<file path="src/rtl/mux_scan_ctrl.sv">
// mux_scan_ctrl: steps a 16:1 mux select through all channels and captures Y into a 16-bit word
module mux_scan_ctrl #(
  parameter int SETTLE = 1
) (
  input  logic        clk,
  input  logic        rst,
  input  logic        start,
  input  logic        Y,
  output logic        S0,
  output logic        S1,
  output logic        S2,
  output logic        S3,
  output logic        busy,
  output logic        done,
  output logic [15:0] DATA
);
  typedef enum logic [1:0] {IDLE, SCAN, DONE} state_t;
  localparam logic [3:0] SET = 4'(SETTLE);
  state_t state, state_n;
  logic [3:0] idx, cnt;
  logic [15:0] shadow;
  logic last;
  assign last = (cnt == 4'd0) && (idx == 4'd15);
  assign {S3, S2, S1, S0} = idx;
  assign busy = (state == SCAN);
  assign done = (state == DONE);
  // next-state: start only honoured outside SCAN, final sample ends the scan
  always_comb begin
    state_n = state;
    case (state)
      IDLE:    state_n = start ? SCAN : IDLE;
      SCAN:    state_n = last ? DONE : SCAN;
      DONE:    state_n = start ? SCAN : IDLE;
      default: state_n = IDLE;
    endcase
  end
  // state, channel stepping, settle counting and capture; DATA updates only on the final sample
  always_ff @(posedge clk) begin
    if (rst) begin
      state  <= IDLE;
      idx    <= 4'd0;
      cnt    <= 4'd0;
      shadow <= 16'h0000;
      DATA   <= 16'h0000;
    end else begin
      state <= state_n;
      if (state != SCAN) begin
        idx    <= 4'd0;
        cnt    <= start ? SET : 4'd0;
        shadow <= 16'h0000;
      end else if (cnt != 4'd0) begin
        cnt <= cnt - 4'd1;
      end else begin
        shadow[idx] <= Y;
        cnt         <= SET;
        idx         <= last ? 4'd0 : idx + 4'd1;
        if (last) DATA <= {Y, shadow[14:0]};
      end
    end
  end
endmodule

</file>
<file path="config.mk">
export PLATFORM = sky130hd
export DESIGN_NAME = mux_scan_ctrl
export DESIGN_NICKNAME = d
export VERILOG_FILES = /design/src/rtl/mux_scan_ctrl.sv
export SDC_FILE = /design/constraint.sdc
export NUM_CORES = 1
export LEC_CHECK = 0
export ABC_AREA = 1
export CELL_PAD_IN_SITES_DETAIL_PLACEMENT = 0
export CELL_PAD_IN_SITES_GLOBAL_PLACEMENT = 1
export CORE_ASPECT_RATIO = 0.9
export CORE_MARGIN = 5
export CORE_UTILIZATION = 35
export DETAILED_ROUTE_END_ITERATION = 8
export GPL_ROUTABILITY_DRIVEN = 0
export PLACE_DENSITY = 0.79
export SETUP_SLACK_MARGIN = 0.1
export SYNTH_ARGS = -nofsm -noshare
export SYNTH_HDL_FRONTEND = slang
export SYNTH_SLANG_ARGS = --single-unit
</file>
<file path="constraint.sdc">
create_clock -name clk -period 1.5 [get_ports clk]
set_clock_uncertainty 0.1 [all_clocks]
set_input_delay 0.3 -clock clk [delete_from_list [all_inputs] [get_ports clk]]
set_output_delay 0.3 -clock clk [all_outputs]
set_load 0.05 [all_outputs]
</file>
==> implementation parameters, run 1 <==
Parameter                              Value

Outcome
  Outcome ... completed

Critical path
  Critical Path, Cell by Cell ... inv_2, nor2_4, buf_6, buf_12
  Worst path arrival time ... 1.02 ns
  Crit start category ... flip-flop
  Standard cell with the maximum stage delay on the critical path ... sky130_fd_sc_hd__dfxtp_2
  Top fanout value on the critical path ... 3
  Cell family with most CP delay ... flip-flops
  Slowest Stage Delay on Critical Path ... 0.35 ns
  Required time worst endpoint ... 1.10 ns
  CP Buf/Inv Count ... 3
  Reg2reg setup slack ... 0.10 ns
  Type of the setup path with the least slack ... reg2out
  Capturing element type of the critical path ... output port

Run
  Max-cap check violation count ... 0

Placement
  Minimum setup slack after placement ... -0.06091 ns
  Post-DP HPWL ... 3.181 mm
  Post-Place Cells ... 408
  Count of port buffers added during placement ... 25

Route
  Via count ... 1,880
  Iteration-0 DRC count of the detailed router ... 91
  WL final ... 4.529 mm
  WL per Instance ... 10.68 um
  Residual antenna-violating net count after detailed routing ... 0
  Post-detailed-route DRC marker count ... 0
  Routed vias/inst ... 4.434
  Number of search-and-repair iterations in the first detailed-routing pass ... 4

Logic synthesis
  Avg Inst Size Synth ... 6.557 um2
  Synthesized Nets ... 321
  Synth Instances ... 312
  Largest area contributor in the netlist ... sky130_fd_sc_hd__dfxtp_1
  Most instantiated flip-flop cell in the synthesis netlist ... sky130_fd_sc_hd__dfxtp_1
  Number of register bits inferred by synthesis ... 41
  Portion of synthesized cell area occupied by the leading cell type ... 40.12%
  EDFF count, synth ... 0
  Netlist cell types ... 23
  Synthesized area ... 2046 um2
  Sequential area share after synthesis ... 40.12%
  Dominant cells by area after synthesis ... sky130_fd_sc_hd__dfxtp_1 (40%), sky130_fd_sc_hd__nand2_1 (13%), sky130_fd_sc_hd__nor2_1 (12%)
  Share of synthesized registers carrying an async set or reset ... 0%
  Synth warn ... 0

Clock network
  Clock tree from TritonCTS ... done
  Clock sinks ... 41
  Clock tree root buffer cell ... sky130_fd_sc_hd__clkbuf_8
  Number of buffers between clock root and the deepest sink ... 2
  Insertion delay to the later sink of the worst-skew pair ... 0.29 ns
  Number of H-tree branching levels ... 2
  Clock transition at path regs ... 0.07 ns
  Num CTS Buffers ... 5

Global route
  Maximum number of pins on one net before global-route repair ... 24
  Number of antenna violations at the first check in global routing ... 0
  Wire length of the first global-routing pass ... 8.300 mm
  GR Overflow Total ... 0
  All-Layer GR Usage ... 13.64%
  Via count of the first global-routing pass ... 1,856

Layout
  Fraction of final layout cells sized beyond drive strength 1 ... 29.94%
  Number of filler instances in the final layout ... 532
  Count of nets after finishing ... 363
  Most common library cell in the layout ignoring fill and taps ... sky130_fd_sc_hd__nand2_1
  Final instance count without filler cells ... 424
  FF+latch area ... 839.6 um2
  Area grow syn2layout ... 46.54%
  Commonest cells after routing, fill and taps aside ... sky130_fd_sc_hd__nand2_1 (67), sky130_fd_sc_hd__inv_1 (53), sky130_fd_sc_hd__nor2_1 (52), sky130_fd_sc_hd__dfxtp_1 (34), sky130_fd_sc_hd__buf_12 (24)
  Post-layout util ... 52.66%
  Count of inserted antenna diode cells ... 0
  Area occupied by multi-input gates ... 1056 um2

Pwr
  Power density cells ... 769.3 nW/um2
  P_leak ... 1.201 nW
  IR drop worst, VDD ... 0.3684 mV

Timing
  Worst Max-Slew Pin Slew ... 0.2370 ns
  Final Hold Viols ... 0
  Setup TNS after final layout ... 0 ns
  Setup repair after global routing missed its margin ... true
  Final-layout worst hold slack ... 0.3333 ns
  Tightest slew margin relative to the limit ... 84.14%
  Worst Slack Setup Final ... 0.08265 ns
  Achievable frequency ... 705.5 MHz
  Final worst-path cycle share ... 94.49%
  Minimum clock period ... 1.417 ns
  Number of pins exceeding their max-slew limit in the final report ... 0
  Number of endpoints failing setup at the final stage ... 0

Floorplan
  Die height ... 82.53 um
  Initial cell density of the core ... 35.93%
  Area of the placeable core ... 5693 um2
  # IOs ... 26
  Die width ... 90.59 um
  Number of rows in the core area ... 26
  Die Area ... 7476 um2

Min path
  Worst hold path type ... reg2reg
[repair_timing]
action                                  in CTS  in global routing
setup buffers                                8                  0
pin swaps                                    7                  8
endpoints found under the setup margin      30                 41
resized for setup                           19                 30
hold buffers                                 0                  0
cloned                                       1                  0
[per-stage QoR]
stage	total power, mW	cell area, um2
after global routing	2.420	2998
after global placement	1.459	2690
final	2.306	2998
after floorplan	1.336	2088
after CTS	2.325	2920
after detailed placement	1.460	2690
[Yosys cell counts, types with 4 or more instances]
cell type,instances
sky130_fd_sc_hd__o21ai_0,6
sky130_fd_sc_hd__nand3_1,7
sky130_fd_sc_hd__a21oi_1,6
sky130_fd_sc_hd__nor3_1,4
sky130_fd_sc_hd__inv_1,60
sky130_fd_sc_hd__buf_2,7
sky130_fd_sc_hd__nand2_1,71
sky130_fd_sc_hd__dfxtp_1,41
sky130_fd_sc_hd__nand2_2,11
sky130_fd_sc_hd__ha_1,5
sky130_fd_sc_hd__nand4_1,17
sky130_fd_sc_hd__nor2_1,64
[cell type report]
cell class	count	share of cell area, %
Inverter	63	8.139
Clock buffer	6	3.130
Tap cell	70	2.922
Clock inverter	1	0.1669
Timing Repair Buffer	45	22.41
Sequential cell	41	28.00
Multi-Input combinational cell	198	35.23
[cell families (layout without fill, tap and decap cells)]
| family | Yosys count | count (layout) | synth area share, % |
|---|---|---|---|
| AOI/OAI and AO/OA | 13 | 13 | 3.242 |
| adders and majority gates | 5 | 5 | 3.058 |
| buffers and inverters | 74 | 115 | 14.56 |
| DFF | 41 | 41 | 40.12 |
| and+or+nand+nor | 179 | 180 | 39.02 |
[state kept, by name (all words and copies together), names as in the netlist]
register,count
DATA,16
cnt,4
idx,4
shadow,15
state,2
[final timing paths]
check / startpoint / endpoint / depth (start not counted)
worst min register to register: cnt[0]$_SDFF_PP0_ / cnt[0]$_SDFF_PP0_ / 1
worst max-delay path: state[0]$_SDFF_PP0_ / busy / 4
worst min-delay path: cnt[0]$_SDFF_PP0_ / cnt[0]$_SDFF_PP0_ / 1
worst max register to register: idx[1]$_SDFFE_PP0N_ / DATA[12]$_SDFFE_PP0P_ / 7
[metal layers]
metal	up-vias	wire [um]	global-route usage, %
met3	2	181	2.989
li1	1020	-	-
met1	832	2189	16.92
met5	-	0	0
met2	26	2130	24.17
met4	0	27	3.571
[report_power, final]
group          total [mW]  internal (mW)  switching (mW)  leakage (nW)
logic               0.404          0.173           0.231         0.813
registers            1.12           1.10          0.0169         0.335
clock network       0.786          0.417           0.370        0.0522
[worst register-to-register path, delay by kind of cell (launching register included)]
kind,cells,cell delay [ns]
adders and majority gates,1,0.18
and+or+nand+nor,4,0.40
buffers and inverters,2,0.21
DFF,1,0.41
No activity file was read; power rests on OpenSTA's default activity.
==> run 2: changes to the inputs <==
--- a/config.mk
+++ b/config.mk
@@ -10,10 +10,10 @@
 export CELL_PAD_IN_SITES_GLOBAL_PLACEMENT = 1
 export CORE_ASPECT_RATIO = 0.9
 export CORE_MARGIN = 5
-export CORE_UTILIZATION = 35
+export CORE_UTILIZATION = 38
 export DETAILED_ROUTE_END_ITERATION = 8
 export GPL_ROUTABILITY_DRIVEN = 0
-export PLACE_DENSITY = 0.79
+export PLACE_DENSITY = 0.82
 export SETUP_SLACK_MARGIN = 0.1
 export SYNTH_ARGS = -nofsm -noshare
 export SYNTH_HDL_FRONTEND = slang
==> constraint.sdc (replaced) <==
create_clock -name clk -period 1.6 [get_ports clk]
set_clock_uncertainty 0.1 [all_clocks]
set_input_delay 0.32 -clock clk [delete_from_list [all_inputs] [get_ports clk]]
set_output_delay 0.32 -clock clk [all_outputs]
set_load 0.05 [all_outputs]
==> run 2 against run 1 <==
Sequential cell count did not move. Via count rose by 0.96%. Sequential share of layout area about the same. Worst hold slack better by 0.0018 ns. Non-clock buffer count grew 3. Critical endpoint unchanged. Largest cell class unchanged.
==> implementation parameters, run 2 (synthesized netlist as in run 1, its figures left out) <==
Parameter                              Value

Min path
  Worst hold path type ... reg2reg

Layout
  Most common library cell in the layout ignoring fill and taps ... sky130_fd_sc_hd__nand2_1
  Post-layout util ... 56.57%
  Final instance count without filler cells ... 425
  Area grow syn2layout ... 45.32%
  Count of inserted antenna diode cells ... 0
  Flip-flop count of the largest register, all copies and words added ... 16
  Fraction of final layout cells sized beyond drive strength 1 ... 28.49%
  Leading registers by flop count ... DATA (16), shadow (15)
  Number of filler instances in the final layout ... 493
  Count of nets after finishing ... 366
  Commonest cells after routing, fill and taps aside ... sky130_fd_sc_hd__nand2_1 (66), sky130_fd_sc_hd__nor2_1 (62), sky130_fd_sc_hd__inv_1 (48), sky130_fd_sc_hd__dfxtp_1 (35), sky130_fd_sc_hd__buf_12 (24)
  Largest Register ... DATA

Clock network
  Insertion delay to the later sink of the worst-skew pair ... 0.29 ns
  Num CTS Buffers ... 5
  Clock transition at path regs ... 0.07 ns
  Number of buffers between clock root and the deepest sink ... 2
  Clock tree from TritonCTS ... done
  Clock sinks ... 41
  Post-CTS Hold Buffers ... 0
  Clock tree root buffer cell ... sky130_fd_sc_hd__clkbuf_8
  Number of H-tree branching levels ... 2

Timing
  Minimum clock period ... 1.466 ns
  Final worst-path cycle share ... 91.62%
  Worst Max-Slew Pin Slew ... 0.2401 ns
  Final Hold Viols ... 0
  Number of pins exceeding their max-slew limit in the final report ... 0
  Tightest slew margin relative to the limit ... 83.98%
  Achievable frequency ... 682.2 MHz
  Number of endpoints failing setup at the final stage ... 0
  Setup repair after global routing missed its margin ... true

Critical path
  Crit start category ... flip-flop
  Standard cell with the maximum stage delay on the critical path ... sky130_fd_sc_hd__dfxtp_2
  Type of the setup path with the least slack ... reg2out
  Top fanout value on the critical path ... 3
  Required time worst endpoint ... 1.18 ns
  Critical Path, Cell by Cell ... inv_2, nor2_4, buf_6, buf_12
  Capturing element type of the critical path ... output port
  Worst path arrival time ... 1.05 ns
  Slowest Stage Delay on Critical Path ... 0.35 ns

Route
  Post-detailed-route DRC marker count ... 0
  Number of search-and-repair iterations in the first detailed-routing pass ... 4
  Routed vias/inst ... 4.466
  WL final ... 4.881 mm
  WL per Instance ... 11.48 um
  Via count ... 1,898
  Iteration-0 DRC count of the detailed router ... 81
  Residual antenna-violating net count after detailed routing ... 0

Pwr
  IR drop worst, VDD ... 0.3643 mV
  P_leak ... 1.222 nW
  Power density cells ... 749.9 nW/um2

Global route
  All-Layer GR Usage ... 15.36%
  Maximum number of pins on one net before global-route repair ... 24
  Number of antenna violations at the first check in global routing ... 0
  Wire length of the first global-routing pass ... 8.349 mm
  GR Overflow Total ... 0
  Via count of the first global-routing pass ... 1,804

Placement
  Post-DP HPWL ... 3.319 mm
  Post-Place Cells ... 404
  Count of port buffers added during placement ... 25

Floorplan
  Die Area ... 6953 um2
  Number of rows in the core area ... 25
  # IOs ... 26
  Die width ... 87.34 um
  Area of the placeable core ... 5255 um2
  Initial cell density of the core ... 38.93%
  Die height ... 79.61 um

Run
  Max-cap check violation count ... 0

Outcome
  Outcome ... completed
run 2: cell count changes in the layout (fill, tap and decap cells not counted), sizes merged:
| cell | change |
|---|---|
| inv | +1 |
| clkbuf | +2 |
| buf | +2 |
| clkinv | -1 |
run 2: repair_timing:
| item | CTS | global route |
|---|---|---|
| hold endpoints to repair | 0 | 0 |
| buffers inserted | 8 | 3 |
| setup endpoints to repair | 26 | 32 |
| pin swaps | 5 | 27 |
| gates resized for setup | 11 | 22 |
| gates cloned | 1 | 1 |
run 2: worst paths after layout:
path	from	to	slack [ns]	cells past startpoint
hold reg to reg	cnt[0]$_SDFF_PP0_	cnt[0]$_SDFF_PP0_	0.34	1
setup / recovery	state[0]$_SDFF_PP0_	busy	0.13	4
setup reg to reg	cnt[0]$_SDFF_PP0_	state[0]$_SDFF_PP0_	0.15	8
hold / removal	cnt[0]$_SDFF_PP0_	cnt[0]$_SDFF_PP0_	0.34	1
run 2: power breakdown:
| group | internal [mW] | switching [mW] |
|---|---|---|
| combinational | 0.156 | 0.213 |
| clock | 0.446 | 0.367 |
| sequential | 1.03 | 0.0146 |
| total | 1.64 | 0.594 |
run 2: layout make-up:
type                            instances  area, um2  share of cell area (%)
Sequential cell                        41      833.3                   28.03
Clock inverter                          1      6.256                  0.2104
Multi-Input combinational cell        198       1007                   33.88
Inverter                               63      237.7                   7.997
Clock buffer                            7      107.6                   3.620
Tap cell                               67      83.83                   2.820
Timing Repair Buffer                   48      696.9                   23.44
run 2: metal layers:
layer	vias up	global-route usage (%)	wire length, um
li1	1023	-	-
met1	836	19.62	2281
met4	0	5.061	60
met3	7	4.025	245
met5	-	0	0
met2	32	25.00	2294
run 2: per-stage QoR:
step             TNS, ns  hold slack, ns  worst slack [ns]  area [um2]  power, mW
2_1_floorplan          0          0.3160            0.1265        2071      1.254
3_5_place_dp   -0.004675          0.3351         -0.004675        2669      1.372
4_1_cts                0          0.3669           0.09300        2890      2.246
3_3_place_gp           0          0.3298           0.03986        2669      1.368
6_report               0          0.3351            0.1341        2973      2.229
5_1_grt                0          0.3707           0.05646        2973      2.340
run 2: worst max-delay path, delay by kind of cell, from the launching register on:
family / cells / cell delay, ns
DFF: 1 / 0.35
buffers and inverters: 3 / 0.30
and+or+nand+nor: 1 / 0.10
==> run 3: changes to the inputs <==
--- a/config.mk
+++ b/config.mk
@@ -11,6 +11,7 @@
 export CORE_ASPECT_RATIO = 0.9
 export CORE_MARGIN = 5
 export CORE_UTILIZATION = 38
+export CTS_CLUSTER_DIAMETER = 120
 export DETAILED_ROUTE_END_ITERATION = 8
 export GPL_ROUTABILITY_DRIVEN = 0
 export PLACE_DENSITY = 0.82
@@ -18,3 +19,4 @@
 export SYNTH_ARGS = -nofsm -noshare
 export SYNTH_HDL_FRONTEND = slang
 export SYNTH_SLANG_ARGS = --single-unit
+export TNS_END_PERCENT = 5
==> run 3 against run 2 <==
Via count decreased by 0.95%. Worst hold slack improved by 0.0015 ns. Die area did not move. Power hardly changed. Critical path depth shrank 1. Sequential share of layout area increased by 0.35 points. Clock power about the same. Wire length down 0.78%.
==> implementation parameters, run 3 (synthesized netlist as in run 1, its figures left out) <==
Parameter                              Value

Global route
  Wire length of the first global-routing pass ... 8.314 mm
  GR Overflow Total ... 0
  Number of antenna violations at the first check in global routing ... 0
  Via count of the first global-routing pass ... 1,791
  All-Layer GR Usage ... 15.30%
  Maximum number of pins on one net before global-route repair ... 24

Layout
  Leading registers by flop count ... DATA (16), shadow (15)
  Finished layout cell area ... 2937 um2
  Flip-flop count of the largest register, all copies and words added ... 16
  Count of inserted antenna diode cells ... 0
  Post-layout util ... 55.88%
  Number of filler instances in the final layout ... 491
  Most common library cell in the layout ignoring fill and taps ... sky130_fd_sc_hd__nand2_1
  Count of nets after finishing ... 364
  Final instance count without filler cells ... 423
  Largest Register ... DATA
  Area grow syn2layout ... 43.55%
  Commonest cells after routing, fill and taps aside ... sky130_fd_sc_hd__nand2_1 (69), sky130_fd_sc_hd__nor2_1 (64), sky130_fd_sc_hd__inv_1 (55), sky130_fd_sc_hd__dfxtp_1 (35), sky130_fd_sc_hd__buf_12 (24)
  Fraction of final layout cells sized beyond drive strength 1 ... 24.44%

Critical path
  Type of the setup path with the least slack ... reg2out
  Slowest Stage Delay on Critical Path ... 0.39 ns
  Required time worst endpoint ... 1.18 ns
  Top fanout value on the critical path ... 2
  Crit Reg-Reg Endpoint ... DATA[4]$_SDFFE_PP0P_
  Standard cell with the maximum stage delay on the critical path ... sky130_fd_sc_hd__dfxtp_1
  Critical Path, Cell by Cell ... inv_1, nor2_1, buf_12
  Worst-case reg-to-reg path depth ... 7
  Crit start category ... flip-flop
  CP Buf/Inv Count ... 2
  Reg-to-reg startpoint ... idx[1]$_SDFFE_PP0N_
  Capturing element type of the critical path ... output port
  Reg2reg setup slack ... 0.13 ns
  Worst path arrival time ... 1.07 ns
  Cell family with most CP delay ... flip-flops

Floorplan
  # IOs ... 26
  Die width ... 87.34 um
  Die height ... 79.61 um
  Die Area ... 6953 um2
  Number of rows in the core area ... 25
  Initial cell density of the core ... 38.93%
  Area of the placeable core ... 5255 um2

Pwr
  Cell internal pwr ... 1.635 mW
  IR drop worst, VDD ... 0.3657 mV
  Switching portion of total power ... 26.59%
  P_leak ... 1.197 nW
  Switching power ... 0.5924 mW
  Combinational share of power ... 16.4%
  Power Total ... 2.228 mW
  Share of total power in sequential cells ... 47.0%
  Clk pwr share ... 36.5%
  Power density cells ... 758.6 nW/um2

Route
  Post-detailed-route DRC marker count ... 0
  Via count ... 1,880
  WL per Instance ... 11.45 um
  Routed vias/inst ... 4.444
  Number of search-and-repair iterations in the first detailed-routing pass ... 4
  Residual antenna-violating net count after detailed routing ... 0
  WL final ... 4.843 mm
  Iteration-0 DRC count of the detailed router ... 79

Clock network
  Clock tree from TritonCTS ... done
  Insertion delay to the later sink of the worst-skew pair ... 0.29 ns
  Number of H-tree branching levels ... 2
  Number of buffers between clock root and the deepest sink ... 2
  Clock tree root buffer cell ... sky130_fd_sc_hd__clkbuf_8
  Post-CTS Hold Buffers ... 0
  Num CTS Buffers ... 5
  Clock transition at path regs ... 0.07 ns
  Clock sinks ... 41

Timing
  Setup TNS after final layout ... 0 ns
  Worst Slack Setup Final ... 0.1057 ns
  Minimum clock period ... 1.494 ns
  Final Hold Viols ... 0
  Final-layout worst hold slack ... 0.3366 ns
  Tightest slew margin relative to the limit ... 83.96%
  Final worst-path cycle share ... 93.39%
  Setup repair after global routing missed its margin ... true
  Achievable frequency ... 669.2 MHz
  Worst Max-Slew Pin Slew ... 0.2388 ns
  Number of pins exceeding their max-slew limit in the final report ... 0
  Number of endpoints failing setup at the final stage ... 0

Min path
  Worst hold path type ... reg2reg
  Destination of the worst hold path ... cnt[0]$_SDFF_PP0_
  Hold Path Origin ... cnt[0]$_SDFF_PP0_
  Cells on Worst Hold Path ... 1

Placement
  Count of port buffers added during placement ... 25
  Post-Place Cells ... 404
  Placed standard-cell area ... 2669 um2
  Minimum setup slack after placement ... -0.004675 ns
  Post-DP HPWL ... 3.319 mm

Outcome
  Outcome ... completed

Run
  Max-cap check violation count ... 0
[run 3: changes by cell type in the layout (fill, tap and decap cells not counted), sizes merged]
cell,delta
buf,-2
[run 3: timing repair]
item,4_1_cts,5_1_grt
setup buffers,6,3
pin swaps,5,6
endpoints found under the setup margin,26,32
gates resized for setup,11,8
endpoints found under the hold margin,0,0
cloned,1,1
[run 3: final cells by class]
class,instances,area [um2],share of cell area [%]
repair buffers,46,678.2,23.09
well taps,67,83.83,2.855
clock buffers,7,107.6,3.664
multi-input cells,198,989.7,33.70
inverters,63,237.7,8.095
flip-flops and latches,41,833.3,28.38
clock inverters,1,6.256,0.2130
[run 3: worst max path at each step]
| stage | cells after the start | slack (ns) | start | end |
|---|---|---|---|---|
| finish | 3 | 0.11 | state[1]$_SDFF_PP0_ | done |
| global route | 3 | 0.05 | state[1]$_SDFF_PP0_ | done |
| CTS | 4 | 0.09 | state[0]$_SDFF_PP0_ | busy |
| detailed placement | 6 | -0.005 | rst | idx[1]$_SDFFE_PP0N_ |
| global placement | 6 | 0.04 | rst | cnt[2]$_SDFF_PP0_ |
| floorplan | 8 | 0.13 | idx[1]$_SDFFE_PP0N_ | DATA[0]$_SDFFE_PP0P_ |
[run 3: layer usage]
layer,vias to the layer above,wire length [um],track usage (%),part of all wire (%)
met3,7,254,4.025,5.2
met4,0,60,5.061,1.2
met1,823,2290,19.75,47
met5,-,0,0,0
met2,35,2238,24.62,46
li1,1015,-,-,-
[run 3: power by group through the flow]
stage | logic [mW] | clock network [mW] | registers, mW
2_1_floorplan | 0.177 | 0 | 1.08
3_3_place_gp | 0.299 | 0 | 1.07
3_5_place_dp | 0.303 | 0 | 1.07
4_1_cts | 0.360 | 0.840 | 1.05
5_1_grt | 0.402 | 0.887 | 1.05
6_report | 0.366 | 0.814 | 1.05
